**src/rtl/ddr3_tile_pkg.sv**
```systemverilog
// Shared definitions for the DDR3 tile write scheduler: FSM encodings,
// tiling mode encoding and channel-count helpers.
package ddr3_tile_pkg;

    localparam int MAX_CH = 4;

    localparam logic [1:0] ST_IDLE = 2'd0;
    localparam logic [1:0] ST_REQ  = 2'd1;
    localparam logic [1:0] ST_WAIT = 2'd2;

    typedef enum logic {
        MODE_SBS  = 1'b0,
        MODE_QUAD = 1'b1
    } tile_mode_e;

    // Side-by-side tile width shift: log2 of the channel count.
    function automatic int ch_shift(input int n);
        return (n >= 4) ? 2 : ((n >= 2) ? 1 : 0);
    endfunction

    function automatic int ch_idx_w(input int n);
        return (n > 1) ? $clog2(n) : 1;
    endfunction

endpackage

```
**src/rtl/ddr3_tile_wr_sched_rr_arbiter.sv**
```systemverilog
// Round-robin arbiter: one-hot grant searched from the channel after the
// last committed grant; the pointer only moves when a burst commits.
module rr_arbiter
    import ddr3_tile_pkg::*;
#(
    parameter int NUM_CH = 2,
    localparam int CH_W = ch_idx_w(NUM_CH)
) (
    input  logic              clk,
    input  logic              rst_n,
    input  logic [NUM_CH-1:0] req,
    input  logic              commit,
    input  logic [CH_W-1:0]   commit_ch,
    output logic [NUM_CH-1:0] grant
);

    logic [CH_W-1:0] ptr_reg;
    logic [CH_W-1:0] idx;
    logic            found;

    // Channel counts are powers of two, so the index wraps naturally.
    always_comb begin
        grant = '0;
        idx   = '0;
        found = 1'b0;
        for (int i = 0; i < NUM_CH; i++) begin
            idx = ptr_reg + CH_W'(i);
            if (!found && req[idx]) begin
                found      = 1'b1;
                grant[idx] = 1'b1;
            end
        end
    end

    always_ff @(posedge clk or negedge rst_n) begin
        if (!rst_n) begin
            ptr_reg <= '0;
        end else if (commit) begin
            ptr_reg <= (NUM_CH == 1) ? '0 : commit_ch + CH_W'(1);
        end
    end

endmodule

```
**src/rtl/ddr3_tile_wr_sched.sv**
```systemverilog
// Schedules per-line write bursts from NUM_CH camera FIFOs into tiles of a
// shared DDR3 frame buffer (side-by-side or 2x2 layout).
module ddr3_tile_wr_sched
    import ddr3_tile_pkg::*;
#(
    parameter int NUM_CH = 2,
    parameter int ADDR_W = 28,
    parameter int LEN_W  = 10,
    parameter int LINE_W = 12,
    localparam int CH_W  = ch_idx_w(NUM_CH)
) (
    input  logic                    clk,
    input  logic                    rst_n,
    input  logic                    cfg_load,
    input  logic                    cfg_mode,
    input  logic [LINE_W-1:0]       cfg_frame_w,
    input  logic [LINE_W-1:0]       cfg_frame_h,
    input  logic [ADDR_W-1:0]       cfg_base,
    input  logic [NUM_CH-1:0]       ch_en,
    input  logic [NUM_CH-1:0]       ch_vsync,
    input  logic [NUM_CH*LEN_W-1:0] ch_fifo_cnt,
    output logic                    wr_req,
    output logic [ADDR_W-1:0]       wr_addr,
    output logic [LEN_W-1:0]        wr_len,
    output logic [CH_W-1:0]         wr_ch,
    input  logic                    wr_ack,
    input  logic                    wr_done,
    output logic [NUM_CH-1:0]       frame_done,
    output logic [NUM_CH-1:0]       short_frame
);

    localparam int SH    = ch_shift(NUM_CH);
    localparam int CMP_W = (LEN_W > LINE_W) ? LEN_W : LINE_W;

    logic [1:0]        state_reg;
    logic [CH_W-1:0]   grant_ch_reg;
    logic [ADDR_W-1:0] wr_addr_reg;
    logic [LEN_W-1:0]  wr_len_reg;

    tile_mode_e        mode_reg;
    logic [LINE_W-1:0] frame_w_reg;
    logic [LINE_W-1:0] frame_h_reg;
    logic [ADDR_W-1:0] base_reg;

    logic [NUM_CH-1:0] armed_reg, armed_next;
    logic [NUM_CH-1:0] pend_reg, pend_next;
    logic [NUM_CH-1:0] vsync_d_reg;
    logic [NUM_CH-1:0] frame_done_reg, frame_done_next;
    logic [NUM_CH-1:0] short_frame_reg, short_frame_next;
    logic [LINE_W-1:0] line_reg  [NUM_CH];
    logic [LINE_W-1:0] line_next [NUM_CH];

    logic [LEN_W-1:0]  fifo_cnt [NUM_CH];
    logic [NUM_CH-1:0] vs_ev;
    logic [NUM_CH-1:0] elig;
    logic [NUM_CH-1:0] grant;
    logic [CH_W-1:0]   grant_idx;
    logic              grant_any;
    logic              commit;

    logic [LINE_W-1:0] tw, th;
    logic              tw_nz;
    logic [1:0]        gsel;
    logic [ADDR_W-1:0] row_off, col_off, addr_calc;

    assign tw    = (mode_reg == MODE_QUAD) ? (frame_w_reg >> 1) : (frame_w_reg >> SH);
    assign th    = (mode_reg == MODE_QUAD) ? (frame_h_reg >> 1) : frame_h_reg;
    assign tw_nz = (tw != '0);

    genvar gi;
    generate
        for (gi = 0; gi < NUM_CH; gi++) begin : g_ch
            assign fifo_cnt[gi] = ch_fifo_cnt[gi*LEN_W +: LEN_W];
            assign vs_ev[gi]    = ch_vsync[gi] & ~vsync_d_reg[gi] & ch_en[gi];
            assign elig[gi]     = armed_reg[gi] & ch_en[gi] & (line_reg[gi] < th) & tw_nz
                                  & (CMP_W'(fifo_cnt[gi]) >= CMP_W'(tw));
        end
    endgenerate

    rr_arbiter #(.NUM_CH(NUM_CH)) u_rr_arbiter (
        .clk       (clk),
        .rst_n     (rst_n),
        .req       (elig),
        .commit    (commit),
        .commit_ch (grant_ch_reg),
        .grant     (grant)
    );

    assign grant_any = |grant;

    always_comb begin
        grant_idx = '0;
        for (int c = 0; c < NUM_CH; c++) begin
            if (grant[c]) grant_idx = CH_W'(c);
        end
    end

    assign commit = ((state_reg == ST_REQ) && wr_ack && wr_done) ||
                    ((state_reg == ST_WAIT) && wr_done);

    // Tile origin of the winning channel; products wrap at ADDR_W bits.
    assign gsel = 2'(grant_idx);

    always_comb begin
        row_off = '0;
        col_off = '0;
        if (mode_reg == MODE_QUAD) begin
            if (gsel[0]) col_off = ADDR_W'(tw);
            if (gsel[1]) row_off = ADDR_W'(th);
        end else begin
            col_off = ADDR_W'(grant_idx) * ADDR_W'(tw);
        end
        addr_calc = base_reg
                  + (row_off + ADDR_W'(line_reg[grant_idx])) * ADDR_W'(frame_w_reg)
                  + col_off;
    end

    // Per-channel arm/line bookkeeping. A vsync edge on the channel owning
    // the in-flight burst is parked in pend_reg and applied at its commit.
    always_comb begin
        armed_next       = armed_reg;
        pend_next        = pend_reg;
        frame_done_next  = '0;
        short_frame_next = '0;
        for (int c = 0; c < NUM_CH; c++) begin
            line_next[c] = line_reg[c];
            if (vs_ev[c]) begin
                short_frame_next[c] = armed_reg[c] && (line_reg[c] < th) && (line_reg[c] != '0);
            end
            if (commit && (int'(grant_ch_reg) == c)) begin
                if (pend_reg[c] || vs_ev[c]) begin
                    armed_next[c] = 1'b1;
                    line_next[c]  = '0;
                    pend_next[c]  = 1'b0;
                end else begin
                    line_next[c] = line_reg[c] + LINE_W'(1);
                    if ((line_reg[c] + LINE_W'(1)) == th) begin
                        frame_done_next[c] = 1'b1;
                        armed_next[c]      = 1'b0;
                    end
                end
            end else if (vs_ev[c]) begin
                if ((state_reg != ST_IDLE) && (int'(grant_ch_reg) == c)) begin
                    pend_next[c] = 1'b1;
                end else begin
                    armed_next[c] = 1'b1;
                    line_next[c]  = '0;
                end
            end
            if (!ch_en[c]) begin
                armed_next[c] = 1'b0;
                pend_next[c]  = 1'b0;
            end
        end
    end

    always_ff @(posedge clk or negedge rst_n) begin
        if (!rst_n) begin
            state_reg       <= ST_IDLE;
            grant_ch_reg    <= '0;
            wr_addr_reg     <= '0;
            wr_len_reg      <= '0;
            mode_reg        <= MODE_SBS;
            frame_w_reg     <= '0;
            frame_h_reg     <= '0;
            base_reg        <= '0;
            armed_reg       <= '0;
            pend_reg        <= '0;
            vsync_d_reg     <= '0;
            frame_done_reg  <= '0;
            short_frame_reg <= '0;
            for (int c = 0; c < NUM_CH; c++) line_reg[c] <= '0;
        end else begin
            armed_reg       <= armed_next;
            pend_reg        <= pend_next;
            vsync_d_reg     <= ch_vsync;
            frame_done_reg  <= frame_done_next;
            short_frame_reg <= short_frame_next;
            for (int c = 0; c < NUM_CH; c++) line_reg[c] <= line_next[c];

            case (state_reg)
                ST_IDLE: begin
                    if (cfg_load) begin
                        mode_reg    <= tile_mode_e'(cfg_mode);
                        frame_w_reg <= cfg_frame_w;
                        frame_h_reg <= cfg_frame_h;
                        base_reg    <= cfg_base;
                    end
                    if (grant_any) begin
                        state_reg    <= ST_REQ;
                        grant_ch_reg <= grant_idx;
                        wr_addr_reg  <= addr_calc;
                        wr_len_reg   <= LEN_W'(tw);
                    end
                end
                ST_REQ: begin
                    if (wr_ack) state_reg <= wr_done ? ST_IDLE : ST_WAIT;
                end
                ST_WAIT: begin
                    if (wr_done) state_reg <= ST_IDLE;
                end
                default: state_reg <= ST_IDLE;
            endcase
        end
    end

    assign wr_req      = (state_reg == ST_REQ);
    assign wr_addr     = wr_addr_reg;
    assign wr_len      = wr_len_reg;
    assign wr_ch       = grant_ch_reg;
    assign frame_done  = frame_done_reg;
    assign short_frame = short_frame_reg;

endmodule

```
**config.mk**
```make
export PLATFORM = sky130hd
export DESIGN_NAME = ddr3_tile_wr_sched
export DESIGN_NICKNAME = d
export VERILOG_FILES = /design/src/rtl/ddr3_tile_pkg.sv /design/src/rtl/ddr3_tile_wr_sched_rr_arbiter.sv /design/src/rtl/ddr3_tile_wr_sched.sv
export SDC_FILE = /design/constraint.sdc
export NUM_CORES = 1
export LEC_CHECK = 0
export ABC_AREA = 1
export BUFFER_PORTS_ARGS = -buffer_cell sky130_fd_sc_hd__clkbuf_2
export CORE_ASPECT_RATIO = 1.75
export CORE_UTILIZATION = 60
export CTS_BUF_LIST = sky130_fd_sc_hd__clkbuf_2 sky130_fd_sc_hd__clkbuf_4 sky130_fd_sc_hd__clkbuf_8
export DETAILED_ROUTE_END_ITERATION = 10
export GPL_ROUTABILITY_DRIVEN = 0
export PLACE_DENSITY_LB_ADDON = 0.2
export RECOVER_POWER = 100
export SKIP_CTS_REPAIR_TIMING = 1
export SYNTH_ARGS = -nofsm -noshare
export SYNTH_HDL_FRONTEND = slang
export SYNTH_SLANG_ARGS = --single-unit
```
**constraint.sdc**
```tcl
create_clock -name clk -period 10.6 [get_ports clk]
set_input_delay 0 -clock clk [delete_from_list [all_inputs] [get_ports clk]]
set_output_delay 0 -clock clk [all_outputs]
set_load 0.01 [all_outputs]
```
== After elaboration in Yosys (flattened, before gate mapping) ==
Cells that the tools add are included.

* Reductions and logical operators: 35
* Bitwise logic cells: 17
* $add $sub $neg: 6
* Multiply operators: 2
* Equality and inequality tests: 19
* Muxes and demuxes: 61
* $lt $le $gt $ge: 9

{| class="wikitable"
|+ Operator list
! cell !! count
|-
| $mux W12 || 12
|-
| $mux W1 || 38
|-
| $reduce_bool A12 Y1 || 3
|-
| $add A28 B13 Y28 || 1
|-
| $add A28 B24 Y28 || 1
|-
| $add A12 B1 Y12 const B || 2
|-
| $eq A12 B12 Y1 || 2
|-
| $lt A12 B12 Y1 || 2
|-
| $mul A12 B12 Y24 || 1
|-
| $ge A10 B11 Y1 || 2
|-
| $reduce_and A3 Y1 || 5
|-
| $logic_and A1 B1 Y1 || 14
|-
| $mux W13 || 1
|-
| $and A1 B1 Y1 || 12
|-
| $mul A1 B11 Y12 || 1
|-
| $mux W2 || 6
|-
| $ne A3 B1 Y1 const B || 4
|-
| $mux W11 || 1
|-
| $ne A2 B2 Y1 const B || 4
|-
| $ne A4 B2 Y1 const B || 2
|-
| $reduce_and A2 Y1 || 4
|-
| $ne A3 B2 Y1 const B || 2
|-
| $ne A3 B3 Y1 const B || 2
|-
| $pmux W2 S3 || 1
|-
| 16 further kinds || 26
|}

* Input port bits: 82
* Output and inout bits: 44
* Word-level logic and storage cells: 167
* Bits in registers: 129

== Depth between registers and ports, before layout ==
* Word-level depth: 19
* Mapped depth: 42
* Mapped depth without buffers: 40

== By module ==
A second synthesis with hierarchy kept.

* Cells, all modules: 1,698
* Area total of the unflattened synthesis: 13,272.7 um^2

{| class="wikitable"
|+ Modules (own cells, without submodules)
! module !! sequential area each (um^2) !! area each (um^2) !! instances !! cells an instance
|-
| ddr3_tile_wr_sched || 3,203.1 || 13,212.7 || 1 || 1,689
|-
| rr_arbiter || 25.0 || 60.1 || 1 || 9
|}

== Least setup slack after synthesis ==
OpenSTA, ideal clock, no wires.

* Kind: reg2reg
* From: reg mode_reg
* To: reg wr_addr_reg[16] (netlist: wr_addr[16])
* Stages on the path, launching flop included: 36
* Path slack: 3.399 ns
* Path buffers: 3
* Arrival time: 7.083 ns
* Required time: 10.482 ns
* Setup time: 0.118 ns
* Period minus slack after synthesis: 7.201 ns
* Cells stage by stage: dfrtp_1 -> buf_2 -> buf_2 -> o21ai_0 -> ha_1 -> a21oi_1 -> o21ai_0 -> a21oi_1 -> nand3_1 -> nor2_8 -> buf_6 -> nand3_2 -> nand2_2 -> nor2_1 -> fa_1 -> inv_1 -> fa_1 -> inv_1 -> fa_1 -> inv_1 -> fa_1 -> inv_1 -> fa_1 -> inv_1 -> fa_1 -> inv_1 -> ha_1 -> a21oi_1 -> o21ai_0 -> a21oi_1 -> nand2_1 -> nand2_1 -> nand2_1 -> xor2_1 -> nand3_1 -> nand2_1

* Word-level cells in the longest chain between the ends: 19
* Elaborated cells between the ends (all ways): 32
* Those cells by class: 2 x add/sub; 2 x mul; 2 x order compare; 14 x mux; 8 x bitwise; 4 x reduce/logical

{| class="wikitable"
|+ Ends and longest elaborated chain
! element !! RTL line !! source
|-
| start, declared || ddr3_tile_wr_sched.sv:40 || <nowiki>tile_mode_e mode_reg;</nowiki>
|-
| start signal, assigned || ddr3_tile_wr_sched.sv:184 || <nowiki>mode_reg <= tile_mode_e'(cfg_mode);</nowiki>
|-
| $mux W12 || ddr3_tile_wr_sched.sv:67 || <nowiki>assign th = (mode_reg == MODE_QUAD) ? (frame_h_reg >> 1) : frame_h_reg;</nowiki>
|-
| $lt A12 B12 Y1 || ddr3_tile_wr_sched.sv:75 || <nowiki>assign elig[gi] = armed_reg[gi] & ch_en[gi] & (line_reg[gi] < th) & tw_nz</nowiki>
|-
| $and A1 B1 Y1 (2 in a row) || ddr3_tile_wr_sched.sv:75 ||
|-
| $and A1 B1 Y1 || ddr3_tile_wr_sched.sv:76 || <nowiki>& (CMP_W'(fifo_cnt[gi]) >= CMP_W'(tw));</nowiki>
|-
| $mux W1 (not written as such) (2 in a row) || ddr3_tile_wr_sched_rr_arbiter.sv:28 || <nowiki>if (!found && req[idx]) begin</nowiki>
|-
| $mux W1 || ddr3_tile_wr_sched_rr_arbiter.sv:28 ||
|-
| $logic_not A1 Y1 || ddr3_tile_wr_sched_rr_arbiter.sv:28 ||
|-
| $logic_and A1 B1 Y1 || ddr3_tile_wr_sched_rr_arbiter.sv:28 ||
|-
| $mux W2 || ddr3_tile_wr_sched_rr_arbiter.sv:28 ||
|-
| $mux W1 || ddr3_tile_wr_sched.sv:94 || <nowiki>if (grant[c]) grant_idx = CH_W'(c);</nowiki>
|-
| $not A1 Y2 (not written as such) || ddr3_tile_wr_sched.sv:114 || <nowiki>+ (row_off + ADDR_W'(line_reg[grant_idx])) * ADDR_W'(frame_w_reg)</nowiki>
|-
| $mux W12 (not written as such) (3 in a row) || ddr3_tile_wr_sched.sv:114 ||
|-
| $mul A12 B12 Y24 || ddr3_tile_wr_sched.sv:114 ||
|-
| $add A28 B24 Y28 || ddr3_tile_wr_sched.sv:114 ||
|-
| $add A28 B13 Y28 || ddr3_tile_wr_sched.sv:115 || <nowiki>+ col_off;</nowiki>
|-
| end signal, assigned || ddr3_tile_wr_sched.sv:192 || <nowiki>wr_addr_reg <= addr_calc;</nowiki>
|-
| end, declared || ddr3_tile_wr_sched.sv:37 || <nowiki>logic [ADDR_W-1:0] wr_addr_reg;</nowiki>
|}

Several ways; a longest one is shown, not always the timed one. The select of a mux whose other input is x is not followed.
A chain may end at the register's enable or synchronous reset.

== Worst setup path in the final report ==
* From: reg mode_reg
* To: reg wr_addr_reg[15] (netlist: wr_addr[15])

The elaborated chain is that of the path after synthesis.

==> flow_summary.json <==
{
  "power_density_mw_per_mm2": 358,
  "port_buffers": 125,
  "clk_pin_slew_ns": 0.09,
  "syn_inst": 1685,
  "drtPass1Iterations": 6,
  "cellLeakagePower_nw": 8.14,
  "nets": 2204,
  "htree_levels": 4,
  "status": "finished, violations left",
  "end_kind": "flop",
  "slowest_stage": "o21ai_0",
  "grt_pass1_wl_um": 69600,
  "initial_core_util": 0.611,
  "clockBufferDepth": 2,
  "synth-edff-count": 0,
  "synth_area_leader_cell": "dfrtp_1",
  "globalRoute.totalOverflow": 0,
  "fmax_ghz": 0.105,
  "critPathArrivalTime_ns": 10.00,
  "period_needed_ns": 9.54,
  "antenna_found_initial": 4,
  "post-route-drc-count": 0,
  "rsz0062_at_grt": "no",
  "area_growth_pct": 13.0,
  "final_util": 0.691,
  "relSlewSlack": -1.89,
  "cap_violations": 6,
  "ys.flop_type": "dfrtp_1",
  "cp.buffers_inverters": 7,
  "path_max_fanout": 20,
  "cts_num_sinks": 129,
  "postRouteAntennaNets": 0,
  "violations": "max-capacitance violations, max-slew violations",
  "critPathRequiredTime_ns": 11.06,
  "nFillCells": 1931,
  "num_rows": 72,
  "core_sq_mm": 0.0222,
  "cts_buffers": 17,
  "synthesis.nets": 2035,
  "max_stage_delay_ns": 1.03,
  "worst_pin_slew_ns": 4.34,
  "initialDrtViolationCount": 888,
  "avgSynthCellArea_sq_um": 8.04,
  "min_path_type": "in -> reg",
  "regArea_sq_mm": 0.00323,
  "final_common_cell": "nand2_1",
  "finClkSkew_ns": 0.0128,
  "fin_setup_tns_ns": 0,
  "worst-setup-path-type": "reg -> reg",
  "clk_latency_ns": 0.53,
  "gr-usage-all-layers": 0.412,
  "critical_path.top_delay_family": "adder cells",
  "setup_violations": 0,
  "cts-root-buf": "clkbuf_8",
  "vias": 12900,
  "wirelength_um": 45200,
  "synth-seq-area-share": 0.238,
  "grt_pass1_vias": 13300,
  "cp-start-kind": "flop",
  "multi_input_area_sq_mm": 0.00915,
  "pin_count": 126,
  "synthTopCellsByArea": "dfrtp_1, fa_1, ha_1",
  "fin_crit_sh": 0.900,
  "cts_tree": "done",
  "synth.yosys.warnings": 0,
  "most-common-layout-cells": "nand2_1, inv_1, nor2_1, nand3_1, ha_1",
  "die_w_um": 116,
  "synth_cell_types": 43,
  "grt_max_degree": 88,
  "synth_top_area_frac": 0.238,
  "finalMaxSlewViolations": 346,
  "die_area_sq_mm": 0.0232,
  "drive_gt1_frac": 0.0953,
  "place_hpwl_um": 33400,
  "async_flop_share": 1.00,
  "peakVddDrop_mv": 0.666,
  "wire_per_inst_um": 20.9,
  "vias_per_cell": 5.97,
  "ys_seq_elements": 129,
  "synth_area_sq_mm": 0.0135,
  "finalHoldViolCount": 0,
  "path_common_cell": "inv_1",
  "die_y_um": 201
}
[stage by stage]
step	std cells	hold slack, ns	cell area, sq um	setup slack, ns	total power, W
detailed placement	2070	-0.00195	14400	2.04	0.00484
floorplan	1685	-0.296	13500	3.40	0.00375
finish	2165	0.136	15300	1.06	0.00549
CTS	2102	-0.563	14800	1.97	0.00533
global placement	2070	-0.00776	14400	2.18	0.00476
global route	2164	0.143	15300	0.573	0.00601
[cell usage after synthesis, types with 4 or more instances]
library cell and instances:
clkbuf_1 26, nor2_2 12, nand2_4 9, nand4_1 26, nand2_2 9, inv_1 253, nor3_1 10, ha_1 137
nor2_1 186, or2_2 4, o22ai_1 17, xor2_1 23, o21ai_0 54, nand3_2 12, fa_1 131, a21oi_1 91
dfrtp_1 129, mux2_2 19, nand2_1 311, nor4_1 5, nand3_1 179, buf_2 9
[worst reg2reg max path, delay by kind of cell, from the launching register on]
family | cells | cell delay (ns)
AND/OR/NAND/NOR | 15 | 2.94
XOR/XNOR | 1 | 0.16
AO/OA/AOI/OAI | 3 | 1.50
flip-flops | 1 | 0.55
buffers and inverters | 7 | 0.63
adder cells (fa/ha/maj) | 8 | 3.71
[layout make-up]
cell class,instances,area share
Antenna cell,2,0.000327
Tap cell,296,0.0242
Multi-Input combinational cell,1258,0.598
Clock buffer,19,0.0171
Clock inverter,13,0.00834
Timing Repair Buffer,191,0.0783
Inverter,257,0.0630
Sequential cell,129,0.211
[kinds of logic (layout without fill, tap and decap cells)]
logic type,after synthesis,in the layout,synth area share
muxes,20,20,0.0165
buffers and inverters,298,480,0.0851
adders and majority gates,268,268,0.320
DFF,129,129,0.238
other,1,3,0.000277
and+or+nand+nor,769,769,0.254
xor gates and xnor gates,25,25,0.0162
AOI/OAI and AO/OA,175,175,0.0690
[metal layers]
layer / up-vias / global-route usage / routed length, um
met3: 331 / 0.136 / 3650
met1: 6171 / 0.389 / 14000
met2: 657 / 0.682 / 22300
met5: - / 0 / 18
met4: 2 / 0.389 / 5270
li1: 5768 / - / -
[where the power goes]
part	total, W	switching [W]	leakage [nW]	internal, W
clock network	0.000439	0.000238	0.178	0.000200
registers	0.000845	0.000187	1.59	0.000658
logic	0.00420	0.00276	6.37	0.00145
total	0.00549	0.00318	8.14	0.00230
[worst paths after layout]
kind	start	to	cells past startpoint	slack [ns]
worst max-delay path	mode_reg$_DFFE_PN0P_	wr_addr[15]$_DFFE_PN0P_	34	1.06
worst min-delay path	ch_vsync[1]	vsync_d_reg[1]$_DFF_PN0_	2	0.14
worst max register to register	mode_reg$_DFFE_PN0P_	wr_addr[15]$_DFFE_PN0P_	34	1.06
worst min register to register	wr_addr[0]$_DFFE_PN0P_	wr_addr[0]$_DFFE_PN0P_	2	0.47
max in group asynchronous	rst_n	base_reg[23]$_DFFE_PN0P_	3	4.10
min in group asynchronous	rst_n	line_reg[23]$_DFFE_PN0P_	2	1.13
No activity file was read; power rests on OpenSTA's default activity.
